===== src/rtl/data_mem_responder.sv =====
// data_mem_responder: memory-side responder for the processor load/store port.
// Accepts one word request per transaction through a valid/ready handshake,
// holds it for WAIT_STATES cycles, then commits writes to a word-addressed
// array and returns a one-cycle registered response.
//
// Optional feature macro: DMEM_ALIGN_CHECK_EN
//   defined   -> addr[1:0] != 0 raises resp_err, returns zero data and
//                suppresses the store.
//   undefined -> resp_err is tied low and addr[1:0] is ignored.
//
// Handshake: a request transfers on a rising edge where req_valid and
// req_ready were both 1 in the preceding cycle. req_ready depends on the FSM
// state only. resp_valid is a one-cycle pulse with no back-pressure.
module data_mem_responder #(
  parameter int DEPTH_WORDS = 64,
  parameter int WAIT_STATES = 2
) (
  input  logic        clock,
  input  logic        reset,
  input  logic        req_valid,
  input  logic        req_write,
  input  logic [31:0] req_addr,
  input  logic [31:0] req_wdata,
  output logic        req_ready,
  output logic        resp_valid,
  output logic [31:0] resp_rdata,
  output logic        resp_err,
  output logic [1:0]  dbg_state
);

  localparam int AW = $clog2(DEPTH_WORDS);
  localparam logic [3:0] WAIT_INIT = 4'(WAIT_STATES);

  typedef enum logic [1:0] {
    ST_IDLE = 2'd0,
    ST_WAIT = 2'd1,
    ST_RESP = 2'd2
  } state_t;

  state_t          state_q, state_d;
  logic [3:0]      wait_cnt_q, wait_cnt_d;
  logic [AW+1:0]   addr_q, addr_d;
  logic [31:0]     wdata_q, wdata_d;
  logic            write_q, write_d;

  logic            resp_valid_q;
  logic [31:0]     resp_rdata_q;
  logic            resp_err_q;

  logic [31:0]     mem_q [DEPTH_WORDS];

  // Request seen by the commit/response logic: live inputs when the response
  // follows acceptance directly, otherwise the holding registers.
  logic            go_resp;
  logic [AW+1:0]   cur_addr;
  logic [31:0]     cur_wdata;
  logic            cur_write;
  logic [AW-1:0]   cur_idx;
  logic            misaligned;

  // Upper address bits are deliberately dropped so addresses wrap.
  logic            unused_addr_bits;
  assign unused_addr_bits = ^req_addr[31:AW+2];

  // State register plus holding registers and wait counter.
  always_ff @(posedge clock or posedge reset) begin
    if (reset) begin
      state_q    <= ST_IDLE;
      wait_cnt_q <= '0;
      addr_q     <= '0;
      wdata_q    <= '0;
      write_q    <= 1'b0;
    end else begin
      state_q    <= state_d;
      wait_cnt_q <= wait_cnt_d;
      addr_q     <= addr_d;
      wdata_q    <= wdata_d;
      write_q    <= write_d;
    end
  end

  // Next-state logic; holding registers load only on acceptance.
  always_comb begin
    state_d    = state_q;
    wait_cnt_d = wait_cnt_q;
    addr_d     = addr_q;
    wdata_d    = wdata_q;
    write_d    = write_q;
    go_resp    = 1'b0;
    cur_addr   = addr_q;
    cur_wdata  = wdata_q;
    cur_write  = write_q;
    case (state_q)
      ST_IDLE: begin
        cur_addr  = req_addr[AW+1:0];
        cur_wdata = req_wdata;
        cur_write = req_write;
        if (req_valid) begin
          addr_d     = req_addr[AW+1:0];
          wdata_d    = req_wdata;
          write_d    = req_write;
          wait_cnt_d = WAIT_INIT;
          if (WAIT_STATES == 0) begin
            state_d = ST_RESP;
            go_resp = 1'b1;
          end else begin
            state_d = ST_WAIT;
          end
        end
      end
      ST_WAIT: begin
        wait_cnt_d = wait_cnt_q - 4'd1;
        if (wait_cnt_q == 4'd1) begin
          state_d = ST_RESP;
          go_resp = 1'b1;
        end
      end
      ST_RESP: begin
        state_d = ST_IDLE;
      end
      default: begin
        state_d = ST_IDLE;
      end
    endcase
  end

  assign cur_idx = cur_addr[AW+1:2];

`ifdef DMEM_ALIGN_CHECK_EN
  assign misaligned = (cur_addr[1:0] != 2'b00);
`else
  assign misaligned = 1'b0;
`endif

  // Storage array: not reset; a store commits on the edge entering RESP.
  always_ff @(posedge clock) begin
    if (go_resp && cur_write && !misaligned && !reset) begin
      mem_q[cur_idx] <= cur_wdata;
    end
  end

  // Registered response; rdata and err hold between responses.
  always_ff @(posedge clock or posedge reset) begin
    if (reset) begin
      resp_valid_q <= 1'b0;
      resp_rdata_q <= '0;
      resp_err_q   <= 1'b0;
    end else begin
      resp_valid_q <= go_resp;
      if (go_resp) begin
        if (misaligned) begin
          resp_rdata_q <= '0;
          resp_err_q   <= 1'b1;
        end else begin
          resp_rdata_q <= cur_write ? cur_wdata : mem_q[cur_idx];
          resp_err_q   <= 1'b0;
        end
      end
    end
  end

  assign req_ready  = (state_q == ST_IDLE);
  assign resp_valid = resp_valid_q;
  assign resp_rdata = resp_rdata_q;
  assign resp_err   = resp_err_q;
  assign dbg_state  = state_q;

endmodule


===== config.mk =====
export PLATFORM = sky130hd
export DESIGN_NAME = data_mem_responder
export DESIGN_NICKNAME = d
export VERILOG_FILES = /design/src/rtl/data_mem_responder.sv
export SDC_FILE = /design/constraint.sdc
export NUM_CORES = 2
export LEC_CHECK = 0
export ABC_AREA = 0
export BUFFER_PORTS_ARGS = -buffer_cell sky130_fd_sc_hd__buf_2
export CAP_MARGIN = 40
export CELL_PAD_IN_SITES_DETAIL_PLACEMENT = 0
export CELL_PAD_IN_SITES_GLOBAL_PLACEMENT = 1
export CORE_ASPECT_RATIO = 0.6
export CORE_MARGIN = 10
export CORE_UTILIZATION = 54
export DETAILED_ROUTE_END_ITERATION = 8
export PLACE_DENSITY_LB_ADDON = 0.1
export REMOVE_ABC_BUFFERS = 1
export SKIP_LAST_GASP = 1
export SLEW_MARGIN = 15
export SYNTH_ARGS = -nofsm -noshare
export SYNTH_HDL_FRONTEND = slang
export SYNTH_SLANG_ARGS = --single-unit

===== constraint.sdc =====
create_clock -name clock -period 4.7 [get_ports clock]
set_input_delay 0.705 -clock clock [delete_from_list [all_inputs] [get_ports clock]]
set_output_delay 0.705 -clock clock [all_outputs]
set_load 0.02 [all_outputs]

# Word level (Yosys, flattened, before mapping)

Memories as Yosys holds them, arrays and structs flattened.
Index checks and enable logic that the tools add are counted.

Flip-flop bits (word level): 80
RAM bits: 2048
Bits of input ports: 68
Memories kept: 1

Memory list:

| name  | depth | bits a word | read ports | clocked after Yosys merged registers in | wr ports | line | source |
|---|---|---|---|---|---|---|---|
| mem_q | 64    | 32          | 1          | 0                                       | 1        | 50   | `logic [31:0] mem_q [DEPTH_WORDS];` |

Add/subtract/negate cells: 1
Eq/ne operators: 4
Multiplexer cells: 13
Reduce and logical (&&, ||, !) cells: 8

Operators with widths:

| operator                                         | number |
|---|---|
| two-way mux 32 bit                               | 2 |
| two-way mux 8 bit                                | 1 |
| case mux 4 bit (2 select lines)                  | 1 |
| AND reduction 2 bit                              | 3 |
| two-way mux 1 bit                                | 5 |
| == test 4 x 1 -> 1 bit, second input constant    | 1 |
| two-way mux 2 bit                                | 2 |
| two-way mux 4 bit                                | 1 |
| != test 2 bit, second input constant             | 2 |
| case mux 2 bit (2 select lines)                  | 1 |
| subtractor 4 x 1 -> 4 bit, second input constant | 1 |
| == test 2 x 1 -> 1 bit, second input constant    | 1 |
| logical AND 1 bit                                | 2 |
| zero test 2 bit                                  | 1 |
| nonzero test 2 bit                               | 1 |
| zero test 1 bit                                  | 1 |

# Depth between registers and ports, before layout

Depth after elaboration: 7
Depth in mapped cells: 12
Gate-level depth less buffers: 11

# Least setup slack after synthesis

No wires, ideal clock.

Path type: input -> register
Start point: input req_addr[4]
End point: memory mem_q[13][0], enable pin
Library setup time: 0.421 ns
Arrival time: 3.603 ns
Required time: 4.279 ns
Slack: 0.676 ns
Stages: 9
Path buffers: 5
Cell sequence: or3b_1 -> buf_6 -> o22ai_1 -> buf_4 -> buf_2 -> buf_4 -> buf_2 -> nand2_1 -> nor2_1

Longest elaborated chain between the ends: 1

Ends and longest elaborated chain:

| element           | line | source |
|---|---|---|
| start, declared   | 22   | `input logic [31:0] req_addr,` |
| two-way mux 8 bit | 93   | `case (state_q)` |
| end, declared     | 50   |  |

No other way between the ends.

# Final worst setup path

Start point: register state_q[0], in the netlist dbg_state[0]
End point: register resp_rdata_q[11], in the netlist resp_rdata[11]

Longest elaborated chain between the ends: 4
Elaborated cells on any way between the ends: 8
Those cells by class: 1 x eq/ne; 5 x mux; 1 x reduce/logical; 1 x memory

Ends and longest elaborated chain:

| element                   | line | source |
|---|---|---|
| start, declared           | 40   | `state_t state_q, state_d;` |
| start signal, assigned    | 74   | `state_q <= state_d;` |
| zero test 2 bit           | 93   |  |
| two-way mux 8 bit         | 93   |  |
| memory read (64 x 32 bit) | --   |  |
| two-way mux 32 bit        | 155  | `resp_rdata_q <= cur_write ? cur_wdata : mem_q[cur_idx];` |
| end signal, assigned      | 155  |  |
| end, declared             | 47   | `logic [31:0] resp_rdata_q;` |

Parallel ways exist; a longest one is shown, timed or not.
A chain may end at the register's enable or synchronous reset.

==> flow_summary.yaml <==
logic_synthesis:
  ys_async_sr_fraction_pct: 3.669
  seq_area_frac_synth_pct: 79.98
  syn_area_sq_um: 79330
  synth_area_per_cell_sq_um: 16.49
  yosys_warnings: 0
  ys_ff_latch: 2126
  ys.flop_type: "edfxtp_1"
  synthCells: 4811
  synth_edf_count: 2048
  synth.distinct_cells: 67
place:
  io_buffers: 77
  gp_congestion: 0.8983
  hpwl_um: 177100
worst_setup_path:
  end_kind: "flop"
  arrival_ns: 4.73
  cp-start-kind: "flop"
  criticalPathCategory: "reg2reg"
  reg2reg_depth: 13
  worst_ep_required_time_ns: 5.39
  crit_fanout: 27
finish:
  multi_input_area_sq_um: 15070
  drive_above_1_share_pct: 16.35
  synthToLayoutAreaGrowth_pct: 15.23
  ff_latch_area_sq_um: 63450
  nFillCells: 10500
  final_nets: 5229
sta:
  tightest_slew_ns: 1.042
  finalSetupViolCount: 0
  period_needed_ns: 4.040
  finClkSkew_ns: 0.02295
  slew_violations: 0
  grt_setup_unrepaired: "no"
  whs_ns: 0.07856
  period_share_pct: 85.97
  hold_viol_final: 0
  timing.fmax_ghz: 0.2475
  max_slew_margin_pct: 30.56
route:
  via_per_inst: 7.128
  drtPass1Iterations: 9
  totalWireLength_um: 293500
  drt_iter0_markers: 10060
  avgRoutedWirePerCell_um: 40.56
  dr_total_vias: 51600
  antenna_left: 0
  drcViolationCount: 0
cts:
  hold_buffers: 1
  numCtsBuffers: 186
  path_clk_slew_ns: 0.07
  h-tree-depth: 4
  cts_resized: 0
  cts_setup_buffers: 0
  clock_latency_ns: 0.83
  cts-root-buf: "clkbuf_16"
  clockBufferDepth: 3
  clkSinkCount: 2126
  cts_tree: "yes"
run_status:
  status: "finished clean"
grt:
  antenna_found_initial: 16
  grtUsageTotal_pct: 35.27
  grt_overflow_total: 0
  grt_pass1_vias: 47250
  grt_start_max_net_pins: 66
  grt_first_pass_wirelength_um: 398700
floorplanning:
  die_y_um: 316.9
  coreArea_sq_um: 145300
  io_pins: 105
  chipWidth_um: 514.8
  placementRows: 108
  initial_core_util_pct: 54.61
  dieArea_sq_um: 163200
power:
  power.total_mw: 59.06
  cellLeakagePower_nw: 29.24
  powerDensity_nw_per_um2: 646.1
  peakVddDrop_mv: 0.4387
hold_path:
  hold_depth: 3
  hp-class: "in2reg"
run:
  drv_cap: 0
flip-flops by register name, summed over array words and instances, names as in the netlist:
register / cells
write_q: 1
dbg_state: 2
mem_q: 2048
resp_valid: 1
addr_q: 6
resp_rdata: 32
wdata_q: 32
wait_cnt_q: 4
worst max-delay path, stage by stage, from the launching register on:
cell and delay, ns:
dfrtp_1 0.37, or2_2 0.35, inv_4 0.37, buf_4 0.55, a21oi_4 0.12, buf_4 0.27, buf_4 0.33, nand2_1 0.11
a21oi_1 0.08, a221oi_1 0.33, a31oi_1 0.25, nor4_1 0.32, buf_4 0.20, a31oi_1 0.09
metal layers:
metal | wire [um] | vias to the layer above | share of wire (%) | GRT usage [%]
met3 | 49030 | 637 | 17 | 12.87
met4 | 12080 | 16 | 4.1 | 12.62
li1 | - | 20220 | - | -
met1 | 112100 | 26290 | 38 | 51.56
met5 | 218 | - | 0.074 | 0.5536
met2 | 120100 | 4434 | 41 | 48.57
logic make-up (layout without fill, tap and decap cells):
family / Yosys count / after routing / synth area share [%]
other: 1 / 5 / 0.004727
flip-flops: 2126 / 2126 / 79.98
multiplexers: 29 / 29 / 0.4211
AND/OR/NAND/NOR: 965 / 965 / 5.309
AO/OA/AOI/OAI: 1371 / 1371 / 12.30
adder cells (fa/ha/maj): 2 / 2 / 0.03154
buffers and inverters: 317 / 815 / 1.960
power breakdown:
group          internal, mW  switching [mW]  total, mW
clock                  7.98            7.05       15.0
combinational          4.88            14.2       19.1
sequential             24.6           0.334       25.0
total                  37.5            21.6       59.1
stage by stage:
step / cell area (sq um) / setup TNS, ns / utilization (%) / cells / setup WS (ns)
after floorplan: 77820 / -6902.30 / - / 4504 / -7.730
after global placement: 84990 / 0 / 58.51 / 6865 / 0.6064
after detailed placement: 85550 / 0 / 58.89 / 6893 / 0.6321
after CTS: 91390 / 0 / 62.91 / 7232 / 0.8080
after global routing: 91410 / 0 / 62.92 / 7235 / 0.5564
final: 91410 / 0 / 62.93 / 7238 / 0.6596
layout by cell type, fill, tap and decap left out, types with 18 or more instances in the layout:
master        n
nand2_2      39
a31oi_1     163
a221oi_1    171
dfrtp_1      77
a21oi_1     130
clkinv_1     40
nand3_1      46
nor4_1       22
a22oi_1     482
nor3_1       25
clkbuf_1     52
mux2i_1      24
nor2_4       74
edfxtp_1   2048
nand2_1     558
a222oi_1     39
clkinv_2     28
buf_2        79
o21ai_0     224
clkbuf_16   187
a22o_1      101
buf_4       284
nand4_1      88
and4_1       18
nor2_1       42
buf_12       93
cells in the mapped netlist (3+ instances only):
cell	instances	area, sq um
edfxtp_1	2048	61500
nand2_1	598	2245
a22oi_1	482	3618
o21ai_0	224	1121
a221oi_1	171	1498
a31oi_1	163	1020
buf_2	149	745.7
a21oi_1	130	650.6
nor2_1	126	473.0
clkbuf_1	102	382.9
a22o_1	101	884.6
nand4_1	88	550.5
dfrtp_1	78	1952
nand3_1	46	230.2
a222oi_1	39	390.4
buf_4	39	292.8
nor3_1	25	125.1
mux2i_1	24	240.2
nor4_1	22	137.6
and4_1	18	157.7
buf_1	13	48.80
and3_1	11	68.82
a2111oi_0	10	87.58
o22ai_1	10	62.56
a211oi_1	8	60.06
inv_1	8	30.03
nand2b_1	8	50.05
o21a_1	5	37.54
buf_6	4	45.04
o22ai_4	4	80.08
a21o_1	3	22.52
o221ai_1	3	26.28
or4_1	3	22.52
path summary, 6_finish.rpt:
| path | slack [ns] | start | endpoint |
|---|---|---|---|
| min in group asynchronous | 0.45 | reset | write_q |
| hold reg to reg | 0.48 | wdata_q[21] | wdata_q[21] |
| setup / recovery | 0.66 | dbg_state[0] | resp_rdata[11] |
| max in group asynchronous | 3.09 | reset | wdata_q[0] |
| hold / removal | 0.08 | req_wdata[29] | wdata_q[29] |
| setup reg to reg | 0.66 | dbg_state[0] | resp_rdata[11] |
cell type report:
cell class / instances / area share [%]
well taps: 1925 / 2.635
flip-flops and latches: 2126 / 69.41
multi-input cells: 2368 / 16.49
clock inverters: 93 / 0.9513
inverters: 10 / 0.04654
diodes: 4 / 0.01095
clock buffers: 245 / 5.423
repair buffers: 467 / 5.034
Note: power is estimated with default switching activity, not from simulation.
